[src/rtl/regfile_pkg.sv]
// Shared widths and queue entry layout for the register-file write front end.
// Constant definitions only; no timing.
// No flow control here.
package regfile_pkg;

    localparam int DATA_W = 32;
    localparam int ADDR_W = 5;

    localparam logic [ADDR_W-1:0] REG_ZERO = 5'd0;

    typedef struct packed {
        logic              live;
        logic [ADDR_W-1:0] addr;
        logic [DATA_W-1:0] data;
    } q_entry_t;

endpackage

[src/rtl/regfile_wb_queue.sv]
// Circular queue of long-latency results with per-entry live bits, address kill and address probe.
// Latency: push visible at head one edge later; probe is combinational.
// Backpressure: caller must not push when full or pop when empty.
module regfile_wb_queue
    import regfile_pkg::*;
#(
    parameter int DEPTH = 4,
    parameter int CNT_W = $clog2(DEPTH) + 1
) (
    input  logic              clk,
    input  logic              rst_n,
    input  logic              push_vld,
    input  logic [ADDR_W-1:0] push_addr,
    input  logic [DATA_W-1:0] push_data,
    input  logic              pop_vld,
    output q_entry_t          head_dat,
    output logic [CNT_W-1:0]  count,
    input  logic              kill_vld,
    input  logic [ADDR_W-1:0] kill_addr,
    input  logic [ADDR_W-1:0] query_addr,
    output logic              query_pending
);

    localparam int PTR_W = $clog2(DEPTH);

    q_entry_t          mem_q [DEPTH];
    q_entry_t          mem_d [DEPTH];
    logic [PTR_W-1:0]  wr_ptr_q, wr_ptr_d;
    logic [PTR_W-1:0]  rd_ptr_q, rd_ptr_d;
    logic [CNT_W-1:0]  count_q, count_d;
    logic [PTR_W-1:0]  probe_idx;

    always_comb begin
        mem_d = mem_q;
        // Kill sees only entries already stored; a same-edge push lands live afterwards.
        for (int i = 0; i < DEPTH; i++) begin
            if (kill_vld && mem_q[i].addr == kill_addr) begin
                mem_d[i].live = 1'b0;
            end
        end
        if (push_vld) begin
            mem_d[wr_ptr_q] = '{live: 1'b1, addr: push_addr, data: push_data};
        end
        wr_ptr_d = push_vld ? wr_ptr_q + PTR_W'(1) : wr_ptr_q;
        rd_ptr_d = pop_vld ? rd_ptr_q + PTR_W'(1) : rd_ptr_q;
        count_d  = count_q + CNT_W'(push_vld) - CNT_W'(pop_vld);
    end

    always_comb begin
        query_pending = 1'b0;
        probe_idx     = rd_ptr_q;
        for (int i = 0; i < DEPTH; i++) begin
            probe_idx = rd_ptr_q + PTR_W'(i);
            if (CNT_W'(i) < count_q && mem_q[probe_idx].live &&
                mem_q[probe_idx].addr == query_addr && query_addr != REG_ZERO) begin
                query_pending = 1'b1;
            end
        end
    end

    always_ff @(posedge clk or negedge rst_n) begin
        if (!rst_n) begin
            for (int i = 0; i < DEPTH; i++) begin
                mem_q[i] <= '0;
            end
            wr_ptr_q <= '0;
            rd_ptr_q <= '0;
            count_q  <= '0;
        end else begin
            mem_q    <= mem_d;
            wr_ptr_q <= wr_ptr_d;
            rd_ptr_q <= rd_ptr_d;
            count_q  <= count_d;
        end
    end

    assign head_dat = mem_q[rd_ptr_q];
    assign count    = count_q;

endmodule

[src/rtl/regfile_write_arbiter.sv]
// Merges pipeline writeback and queued long-latency results onto the single register-file write port.
// Latency: wb->rf 1 cycle, lt->rf at least 2 cycles; outputs registered.
// Backpressure: lt_ready drops when the queue is full; wb_stall forces a pop after MAX_WAIT bypasses.
module regfile_write_arbiter #(
    parameter int DATA_W   = 32,
    parameter int ADDR_W   = 5,
    parameter int DEPTH    = 4,
    parameter int MAX_WAIT = 8
) (
    input  logic                     clk,
    input  logic                     rst_n,
    input  logic                     wb_valid,
    input  logic [ADDR_W-1:0]        wb_addr,
    input  logic [DATA_W-1:0]        wb_data,
    input  logic                     lt_valid,
    output logic                     lt_ready,
    input  logic [ADDR_W-1:0]        lt_addr,
    input  logic [DATA_W-1:0]        lt_data,
    output logic                     rf_reg_write,
    output logic [ADDR_W-1:0]        rf_write_addr,
    output logic [DATA_W-1:0]        rf_write_data,
    output logic                     wb_stall,
    input  logic [ADDR_W-1:0]        query_addr,
    output logic                     query_pending,
    output logic [$clog2(DEPTH):0]   q_count
);

    import regfile_pkg::*;

    localparam int CNT_W  = $clog2(DEPTH) + 1;
    localparam int WAIT_W = $clog2(MAX_WAIT + 1);

    q_entry_t            q_head;
    logic                q_empty;
    logic                lt_push;
    logic                wb_issue;
    logic                q_pop;

    logic                rf_reg_write_q, rf_reg_write_d;
    logic [ADDR_W-1:0]   rf_write_addr_q, rf_write_addr_d;
    logic [DATA_W-1:0]   rf_write_data_q, rf_write_data_d;
    logic [WAIT_W-1:0]   wait_q, wait_d;
    logic                wb_stall_q, wb_stall_d;

    assign q_empty  = (q_count == '0);
    assign lt_ready = (q_count < CNT_W'(DEPTH));
    assign lt_push  = lt_valid && lt_ready && (lt_addr != REG_ZERO);
    assign wb_issue = wb_valid && (wb_addr != REG_ZERO);
    // A wb to r0 still occupies the slot, so the queue only drains when wb_valid is low.
    assign q_pop    = !wb_valid && !q_empty;

    regfile_wb_queue #(
        .DEPTH (DEPTH),
        .CNT_W (CNT_W)
    ) u_queue (
        .clk           (clk),
        .rst_n         (rst_n),
        .push_vld      (lt_push),
        .push_addr     (lt_addr),
        .push_data     (lt_data),
        .pop_vld       (q_pop),
        .head_dat      (q_head),
        .count         (q_count),
        .kill_vld      (wb_issue),
        .kill_addr     (wb_addr),
        .query_addr    (query_addr),
        .query_pending (query_pending)
    );

    always_comb begin
        rf_reg_write_d  = 1'b0;
        rf_write_addr_d = rf_write_addr_q;
        rf_write_data_d = rf_write_data_q;
        if (wb_issue) begin
            rf_reg_write_d  = 1'b1;
            rf_write_addr_d = wb_addr;
            rf_write_data_d = wb_data;
        end else if (q_pop && q_head.live) begin
            rf_reg_write_d  = 1'b1;
            rf_write_addr_d = q_head.addr;
            rf_write_data_d = q_head.data;
        end

        // Counts edges the head was bypassed by wb; saturates if upstream ignores the stall.
        wait_d = wait_q;
        if (q_empty || q_pop) begin
            wait_d = '0;
        end else if (wb_valid && wait_q != WAIT_W'(MAX_WAIT)) begin
            wait_d = wait_q + WAIT_W'(1);
        end

        wb_stall_d = !q_empty && !q_pop && (wait_q == WAIT_W'(MAX_WAIT));
    end

    always_ff @(posedge clk or negedge rst_n) begin
        if (!rst_n) begin
            rf_reg_write_q  <= 1'b0;
            rf_write_addr_q <= '0;
            rf_write_data_q <= '0;
            wait_q          <= '0;
            wb_stall_q      <= 1'b0;
        end else begin
            rf_reg_write_q  <= rf_reg_write_d;
            rf_write_addr_q <= rf_write_addr_d;
            rf_write_data_q <= rf_write_data_d;
            wait_q          <= wait_d;
            wb_stall_q      <= wb_stall_d;
        end
    end

    assign rf_reg_write  = rf_reg_write_q;
    assign rf_write_addr = rf_write_addr_q;
    assign rf_write_data = rf_write_data_q;
    assign wb_stall      = wb_stall_q;

endmodule

[config.mk]
export PLATFORM = sky130hd
export DESIGN_NAME = regfile_write_arbiter
export DESIGN_NICKNAME = d
export VERILOG_FILES = /design/src/rtl/regfile_pkg.sv /design/src/rtl/regfile_wb_queue.sv /design/src/rtl/regfile_write_arbiter.sv
export SDC_FILE = /design/constraint.sdc
export NUM_CORES = 1
export LEC_CHECK = 0
export CORE_MARGIN = 2
export CORE_UTILIZATION = 60
export DETAILED_ROUTE_END_ITERATION = 10
export GPL_ROUTABILITY_DRIVEN = 0
export GPL_TIMING_DRIVEN = 1
export PLACE_DENSITY = 0.93
export SETUP_SLACK_MARGIN = 0.5
export SYNTH_ARGS = -nofsm -noshare
export SYNTH_HDL_FRONTEND = slang
export SYNTH_SLANG_ARGS = --single-unit
[constraint.sdc]
create_clock -name clk -period 6.1 [get_ports clk]
set_clock_uncertainty 0.2 [all_clocks]
set_input_delay 1.22 -clock clk [delete_from_list [all_inputs] [get_ports clk]]
set_output_delay 1.22 -clock clk [all_outputs]
set_load 0.05 [all_outputs]
======== Word level (Yosys, flattened, before mapping) ========
Cells that the tools add are included.
storage, ports and cells
  bits of input ports ..................... 83
  logic and storage cells ................. 120
  bits in registers ....................... 202
operators by class
  $lt $le $gt $ge ......................... 11
  reduce and logical (&&, ||, !) cells .... 35
  bitwise logic cells ..................... 5
  $add $sub $neg .......................... 7
  equal/unequal tests ..................... 10
  muxes and demuxes ....................... 32
operators with widths
  cell                                                                          count
  38-bit two-way mux                                                            9
  38-bit binary-select mux with 2-bit select                                    4
  152-bit bitwise mux                                                           1
  152-bit two-way mux                                                           1
  38-bit demux with 2-bit select                                                1
  32-bit two-way mux                                                            2
  5-bit equality test                                                           8
  1-bit logical AND                                                             25
  3-bit greater-or-equal comparator (second input constant)                     5
  2-bit inverter with 3-bit output                                              5
  5-bit nonzero test                                                            3
  1-bit two-way mux                                                             10
  5-bit two-way mux                                                             2
  4-bit two-way mux                                                             2
  1-bit by 3-bit less-than comparator with 1-bit output (first input constant)  2
  2-bit by 3-bit less-than comparator with 1-bit output (first input constant)  2
  2-bit by 1-bit adder with 2-bit output (second input constant)                2
  2-bit adder (second input constant)                                           2
  4-bit by 1-bit adder with 4-bit output (second input constant)                1
  4-bit equality test (second input constant)                                   1
  4-bit != test (second input constant)                                         1
  2-bit nonzero test                                                            2
  3-bit by 1-bit adder with 3-bit output                                        1
  1-bit logical NOT                                                             3
  5 further kinds                                                               5

======== Logic depth before layout (Yosys ltp) ========
Gate-level depths: netlist of run 1.
  depth in word-level cells ............... 11
  depth in mapped cells ................... 8
  gate-level depth less buffers ........... 7

======== By module ========
A second synthesis of run 1 with hierarchy kept.
second synthesis, totals
  cells, all modules ...................... 763
  area, all modules ....................... 10,267.3 um2
modules (own cells, without submodules)
  module                 cells each  area each (um2)  times used
  regfile_wb_queue       510         7,883.8          1
  regfile_write_arbiter  253         2,383.5          1

======== Worst setup path before layout of run 1 ========
No wires, ideal clock.
  kind .................................... input-to-output
  from .................................... input port query_addr[4]
  to ...................................... output port query_pending
  arrival ................................. 2,667 ps
  buffers on the path ..................... 1
  stages on the path ...................... 6
  path slack .............................. 2,013 ps
  path through ............................ clkbuf_1 > xnor2_1 > nor2_1 > a22oi_1 > a2111oi_0 > or4_1
between the ends
  word-level cells in the longest chain between the ends .. 7
  elaborated cells on any way between the ends .. 17
RTL lines
  what                             line                         RTL
  start, declared                  regfile_write_arbiter.sv:23  input logic [ADDR_W-1:0] query_addr,
  5-bit equality test              regfile_wb_queue.sv:55       mem_q[probe_idx].addr == query_addr && query_addr != REG_ZERO) begin
  1-bit logical AND                regfile_wb_queue.sv:54       if (CNT_W'(i) < count_q && mem_q[probe_idx].live &&
  1-bit logical AND                regfile_wb_queue.sv:55
  1-bit two-way mux (3 in series)  regfile_wb_queue.sv:54
  1-bit two-way mux (*)            regfile_wb_queue.sv:54
  end, declared                    regfile_write_arbiter.sv:24  output logic query_pending,
Mark *: on every way between the ends. The rest lies on a longest branch, timed or not.

======== Worst setup path after layout of run 1 ========
  from .................................... register u_queue.rd_ptr_q[1]
  to ...................................... output port query_pending
between the ends
  word-level cells in the longest chain between the ends .. 11
  elaborated cells on any way between the ends .. 39
RTL lines
  what                                                                                                                         line                                                                    RTL
  start, declared                                                                                                              regfile_wb_queue.sv:29                                                  logic [PTR_W-1:0] rd_ptr_q, rd_ptr_d;
  start signal, assigned                                                                                                       regfile_wb_queue.sv:72                                                  rd_ptr_q <= rd_ptr_d;
  2-bit by 1-bit adder with 2-bit output / 2-bit inverter with 3-bit output (equally long branches)                            regfile_wb_queue.sv:53, regfile_wb_queue.sv:54, regfile_wb_queue.sv:55
  2-bit inverter with 3-bit output (not written as such) / 38-bit binary-select mux with 2-bit select (equally long branches)  regfile_wb_queue.sv:54, regfile_wb_queue.sv:55
  38-bit binary-select mux with 2-bit select / 38-bit two-way mux (equally long branches)                                      regfile_wb_queue.sv:54, regfile_wb_queue.sv:55
  38-bit two-way mux (not written as such)                                                                                     regfile_wb_queue.sv:54
  38-bit two-way mux (not written as such), or another cell as far along                                                       regfile_wb_queue.sv:54
  5-bit equality test / 1-bit logical AND (equally long branches)                                                              regfile_wb_queue.sv:55, regfile_wb_queue.sv:54
  1-bit logical AND (on tied branches)                                                                                         regfile_wb_queue.sv:54, regfile_wb_queue.sv:55
  1-bit logical AND / 1-bit two-way mux (equally long branches)                                                                regfile_wb_queue.sv:55, regfile_wb_queue.sv:54
  1-bit two-way mux (2 in series)                                                                                              regfile_wb_queue.sv:54
  1-bit two-way mux (*)                                                                                                        regfile_wb_queue.sv:54
Mark *: on every way between the ends. The rest lies on a longest branch, timed or not. The select of a mux whose other input is x is not followed.

==> reports/results.txt, run 1 <==
Outcome - completed
DR vias - 6218
Row Count - 46
Fmax - 193.9 MHz
Post-route insts no fill - 1063
Die area - 17510 sq um
PwrDens - 570.9 nW/um^2
Synth top cells by count - dfrtp_1 (202), mux2_1 (150), mux2i_1 (63), nor2_1 (54), a21oi_1 (38)
Comb pwr share - 42.4%
Worst r2r path cells - 6
Initial antenna violation count - 0
Worst path arrival time - 3.74 ns
Ys async rst share - 100.0%
MaxCap Viol Count - 0
CTS Buf Count - 22
Drt pass-1 iters - 4
Largest area contributor in the netlist - dfrtp_1
Internal power - 0.004236 W
Htree depth - 1
Crit path max fanout - 38
Sw Pwr - 0.002533 W
Root buffer cell - clkbuf_16
Setup CP Type - flip-flop to output port
Multi-input logic area - 4400 sq um
Dpl hpwl - 13170 um
Netlist cell types - 39
Sequential Power Share - 37.5%
Area share of the largest cell type after synthesis - 51.17%
Clock Power Share - 20.1%
Sequential share of the synthesized area - 51.17%
CP bufs+invs - 1
Fin crit share - 84.53%
Starting Density - 61.75%
Syn Inst Count - 727
Residual DRC - 0
Mapped Avg Cell Area - 13.59 sq um
Sink Count - 202
RSZ-0062 raised after global routing - no
WP depth - 7
Top delay family on crit path - flip-flops
Cell Area, Synth - 9879 sq um
P&R area growth vs syn - 20.01%
Top_reg_cell synth - dfrtp_1
DR iter-0 viols - 408
Final Critical Period - 5.156 ns
Post-CTS setup buffer count - 0
Clk buf depth - 3
Worst path required time - 4.68 ns
YS warnings - 0
Total Routing Usage GR - 24.59%
Slew Limit Fails - 0
Type of element launching the critical path - flip-flop
Max VDD drop - 0.4255 mV
Min-delay worst type - flip-flop to flip-flop
Vias in the first global route - 6712
Hold path depth - 1
Sw Share - 37.43%
Placed cell area - 11080 sq um
Vias per cell - 5.849
Die X - 132.3 um
CTS tree - built
Fraction of layout cells with a size suffix above 1 - 10.74%
GRT overflow - 0
# hold bufs at CTS - 0
Critical Path, Cell by Cell - mux2i_1 -> nor2_1 -> nor3_1 -> a22oi_1 -> a2111oi_0 -> or4_1 -> clkdlybuf4s50_1
Diode count - 0
Largest net degree at the start of global routing - 130
Top post-synthesis cells by area - dfrtp_1 (51%), mux2_1 (17%), mux4_2 (7.3%)
Inst Count DP - 1023
FILL cells - 1044
Io pins - 127
Die Span Y - 132.3 um
Final #Nets - 925
Register Area - 5057 sq um
Post-CTS sizing - 0
Antenna-violating nets left - 0
Final TNS setup - 0 ns
Syn nets - 821
Final hold slack - 0.2844 ns
Endpoints failing setup - 0
WL final - 20920 um
WL/cell - 19.68 um
Slowest stage cell, crit path - dfrtp_2
Total core area - 16000 sq um
I/O Buffers - 126
Critical Path End Type - output port
LEAKAGE - 5.116 nW
Slew HR - 25.19%
Synthesis-stage register bit count - 202
Clock transition at the registers of the reported paths - 0.06 ns
Slew of the pin with the lowest slew margin - 1.118 ns
Most common cell in the synthesized netlist - dfrtp_1
Clk Latency, worst-skew pair - 0.49 ns
Post-route cell area - 11860 sq um
Number of enable flip-flop cells after synthesis - 0
Final Hold Viols - 0
CP peak stage delay - 1.04 ns
First-pass GRT wire length - 34680 um
## final cells by class
class                           instances  area share, %
Clock buffer                           33          6.015
Clock inverter                          7         0.5382
Inverter                               11         0.3482
Multi-Input combinational cell        462          37.11
Sequential cell                       202          42.66
Tap cell                              216          2.279
Timing Repair Buffer                  132          11.05
## worst reg2reg max path: stages (launching register included)
cell	delay [ns]
dfrtp_2	1.04
mux2_2	0.45
mux2i_1	0.35
o31ai_4	0.08
buf_4	0.41
nor2_1	0.23
a21oi_1	0.07
## layer usage
layer | GRT usage (%) | up-vias | wire [um]
li1 | - | 2812 | -
met4 | 8.124 | 0 | 568
met3 | 4.037 | 50 | 899
met5 | 0 | - | 0
met2 | 42.75 | 172 | 10600
met1 | 31.65 | 3184 | 8851
## stage by stage
step                      worst slack [ns]  util [%]  power, W
after floorplan                      2.013         -  0.004620
after global placement               1.115     69.24  0.005283
after detailed placement             1.079     69.24  0.005402
after CTS                           0.9651     74.10  0.006815
after global routing                0.8279     74.10  0.007173
final                               0.9437     74.10  0.006769
## final timing paths
| kind | start | end | slack [ns] |
|---|---|---|---|
| setup / recovery | u_queue.rd_ptr_q[1] | query_pending | 0.94 |
| min in group asynchronous | rst_n | rf_write_data[20] | 0.68 |
| setup reg to reg | u_queue.rd_ptr_q[1] | rf_write_data[1] | 3.11 |
| max in group asynchronous | rst_n | rf_write_data[4] | 3.90 |
| hold / removal | flip-flop | flip-flop | 0.28 |
| hold reg to reg | flip-flop | flip-flop | 0.28 |
## cells in the final DEF (no fill, tap or decap), types with 15 or more instances in the layout
master,instances
xnor2_1,31
xor2_1,15
a21oi_1,38
nor2_1,54
clkbuf_16,23
mux2_1,150
mux2i_1,63
nand2_1,21
clkdlybuf4s50_1,125
dfrtp_1,200
mux4_2,32
## power groups by stage
stage	combinational, W	clock, W	sequential (W)
floorplan	0.00182	0	0.00280
CTS	0.00290	0.00139	0.00253
global placement	0.00280	0	0.00248
detailed placement	0.00287	0	0.00253
global route	0.00310	0.00145	0.00263
finish	0.00287	0.00136	0.00254
## cells by family after synthesis
group	Yosys count	share of synthesized area (%)
buf+inv	63	4.382
simple gates	100	4.331
compound gates	58	3.571
flops	202	51.17
xor+xnor	46	4.078
fa+ha+maj	11	1.469
mux	247	31.00
Power figures use the tool's default switching activity.
==> run 2, diff against run 1 <==
--- a/config.mk
+++ b/config.mk
@@ -6,11 +6,11 @@
 export NUM_CORES = 1
 export LEC_CHECK = 0
 export CORE_MARGIN = 2
-export CORE_UTILIZATION = 60
+export CORE_UTILIZATION = 50
 export DETAILED_ROUTE_END_ITERATION = 10
 export GPL_ROUTABILITY_DRIVEN = 0
 export GPL_TIMING_DRIVEN = 1
-export PLACE_DENSITY = 0.93
+export PLACE_DENSITY = 0.83
 export SETUP_SLACK_MARGIN = 0.5
 export SYNTH_ARGS = -nofsm -noshare
 export SYNTH_HDL_FRONTEND = slang
==> constraint.sdc (replaced) <==
create_clock -name clk -period 4.15 [get_ports clk]
set_clock_uncertainty 0.2 [all_clocks]
set_input_delay 0.83 -clock clk [delete_from_list [all_inputs] [get_ports clk]]
set_output_delay 0.83 -clock clk [all_outputs]
set_load 0.05 [all_outputs]
==> run 2 against run 1 <==
Against the previous run: final cell count increased by 6.2%; register-to-register slack got worse by 1.5 ns; via count decreased by 1.6%; clock power increased by 51%; combinational power increased by 59%; sequential share of layout area decreased by 1.3 points; critical path type unchanged; largest cell class unchanged; largest power group unchanged.
==> reports/results.txt, run 2 (same netlist as run 1, synthesis figures left out) <==
WL/cell - 18.92 um
Initial antenna violation count - 0
Dpl hpwl - 14190 um
CP peak stage delay - 0.52 ns
CTS tree - built
Endpoints failing setup - 0
Final Critical Period - 3.725 ns
Top delay family on crit path - compound AO/OA/AOI/OAI gates
Multi-input logic area - 4537 sq um
Fin crit share - 89.76%
Post-route insts no fill - 1129
Worst path arrival time - 2.70 ns
Total core area - 19400 sq um
LEAKAGE - 5.209 nW
Slowest stage cell, crit path - dfrtp_4
Die Span Y - 144.6 um
Diode count - 0
Row Count - 51
Most frequent cells in the layout - dfrtp_1 (200), mux2_1 (150), clkdlybuf4s50_1 (120)
Min-delay worst type - input port to asynchronous set/reset pin
P&R area growth vs syn - 23.87%
Final #Nets - 941
Slew Limit Fails - 0
Drt pass-1 iters - 4
Vias per cell - 5.418
DR iter-0 viols - 380
First-pass GRT wire length - 34240 um
WL final - 21360 um
Final Hold Viols - 0
Inst Count DP - 1084
PwrDens - 839.3 nW/um^2
Critical Path End Type - output port
Worst path required time - 3.12 ns
Outcome - completed
Die X - 144.6 um
Crit path max fanout - 13
CP bufs+invs - 2
Critical Path, Cell by Cell - buf_12 -> mux2i_4 -> xnor2_1 -> nor3_1 -> a22oi_1 -> a2111oi_0 -> or4_1 -> buf_6
Htree depth - 1
Post-Place Setup Slack - 0.4012 ns
Largest net degree at the start of global routing - 74
FILL cells - 1510
Slew HR - 55.84%
Starting Density - 50.93%
Clk buf depth - 3
Io pins - 127
RSZ-0062 raised after global routing - yes
DR vias - 6117
Most common cell after layout, fill and taps aside - dfrtp_1
Root buffer cell - clkbuf_16
Antenna-violating nets left - 0
Sink Count - 202
Register Area - 5062 sq um
Die area - 20900 sq um
Vias in the first global route - 6395
CTS Buf Count - 23
Final TNS setup - 0 ns
GRT overflow - 0
Setup CP Type - flip-flop to output port
Residual DRC - 0
Slew of the pin with the lowest slew margin - 0.6574 ns
Fmax - 268.4 MHz
# hold bufs at CTS - 0
Type of element launching the critical path - flip-flop
Max VDD drop - 0.5870 mV
Setup ws final - 0.4249 ns
Total Routing Usage GR - 21.03%
Clock transition at the registers of the reported paths - 0.06 ns
Clk Latency, worst-skew pair - 0.50 ns
MaxCap Viol Count - 0
I/O Buffers - 126
Fraction of layout cells with a size suffix above 1 - 13.43%
[run 2: cell types whose count changed in the layout (fill, tap and decap cells not counted), sizes merged]
cell and change:
buf +16, bufinv +1, clkbuf +5, clkdlybuf4s50 -5, clkinv -6, dlygate4sd2 +4, inv +2
[run 2: power breakdown]
| part | total, W | internal [W] | switching [W] | leakage (nW) |
|---|---|---|---|---|
| Combinational | 0.00456 | 0.00219 | 0.00238 | 2.42 |
| Clock | 0.00205 | 0.00128 | 0.000776 | 0.381 |
| Sequential | 0.00365 | 0.00296 | 0.000689 | 2.41 |
[run 2: final cells by class]
| cell class | count | area share (%) |
|---|---|---|
| timing repair buffer | 147 | 12.11 |
| clock inverter | 4 | 0.6339 |
| multi-input combinational | 462 | 37.07 |
| inverter | 11 | 0.3783 |
| clock buffer | 38 | 5.736 |
| tap | 265 | 2.709 |
| sequential | 202 | 41.37 |
[run 2: timing repair]
item,in CTS,in global routing
pin swaps,1,1
endpoints found under the setup margin,1,1
buffers inserted,3,0
resized for setup,22,12
gates cloned,0,0
[run 2: per-stage QoR]
stage / hold slack, ns / cell area [sq um] / power (W) / util (%)
floorplan: 0.2587 / 9879 / 0.006790 / -
global placement: 0.2678 / 11270 / 0.007838 / 58.08
detailed placement: 0.2771 / 11270 / 0.008007 / 58.08
CTS: 0.1530 / 12160 / 0.01027 / 62.69
global route: 0.1642 / 12240 / 0.01087 / 63.09
finish: 0.1386 / 12240 / 0.01027 / 63.09
[run 2: per-layer routing]
layer  global-route usage [%]  part of all wire (%)  vias up
met4                    5.774                   2.6        0
met5                        0                     0        -
met3                    3.742                   4.8       34
met2                    35.50                    49      149
li1                         -                     -     2841
met1                    28.18                    43     3093
[run 2: worst paths after layout]
kind                                              end  slack (ns)                 from  cells past startpoint
max                                     query_pending        0.42  u_queue.rd_ptr_q[1]                      8
min reg2reg                                 flip-flop        0.28            flip-flop                      1
max in group asynchronous  asynchronous set/reset pin        2.74                rst_n                      2
max reg2reg                          u_queue.count[2]        1.60     u_queue.count[1]                      7
min                        asynchronous set/reset pin        0.14                rst_n                      1
min in group clk                            flip-flop        0.28            flip-flop                      1
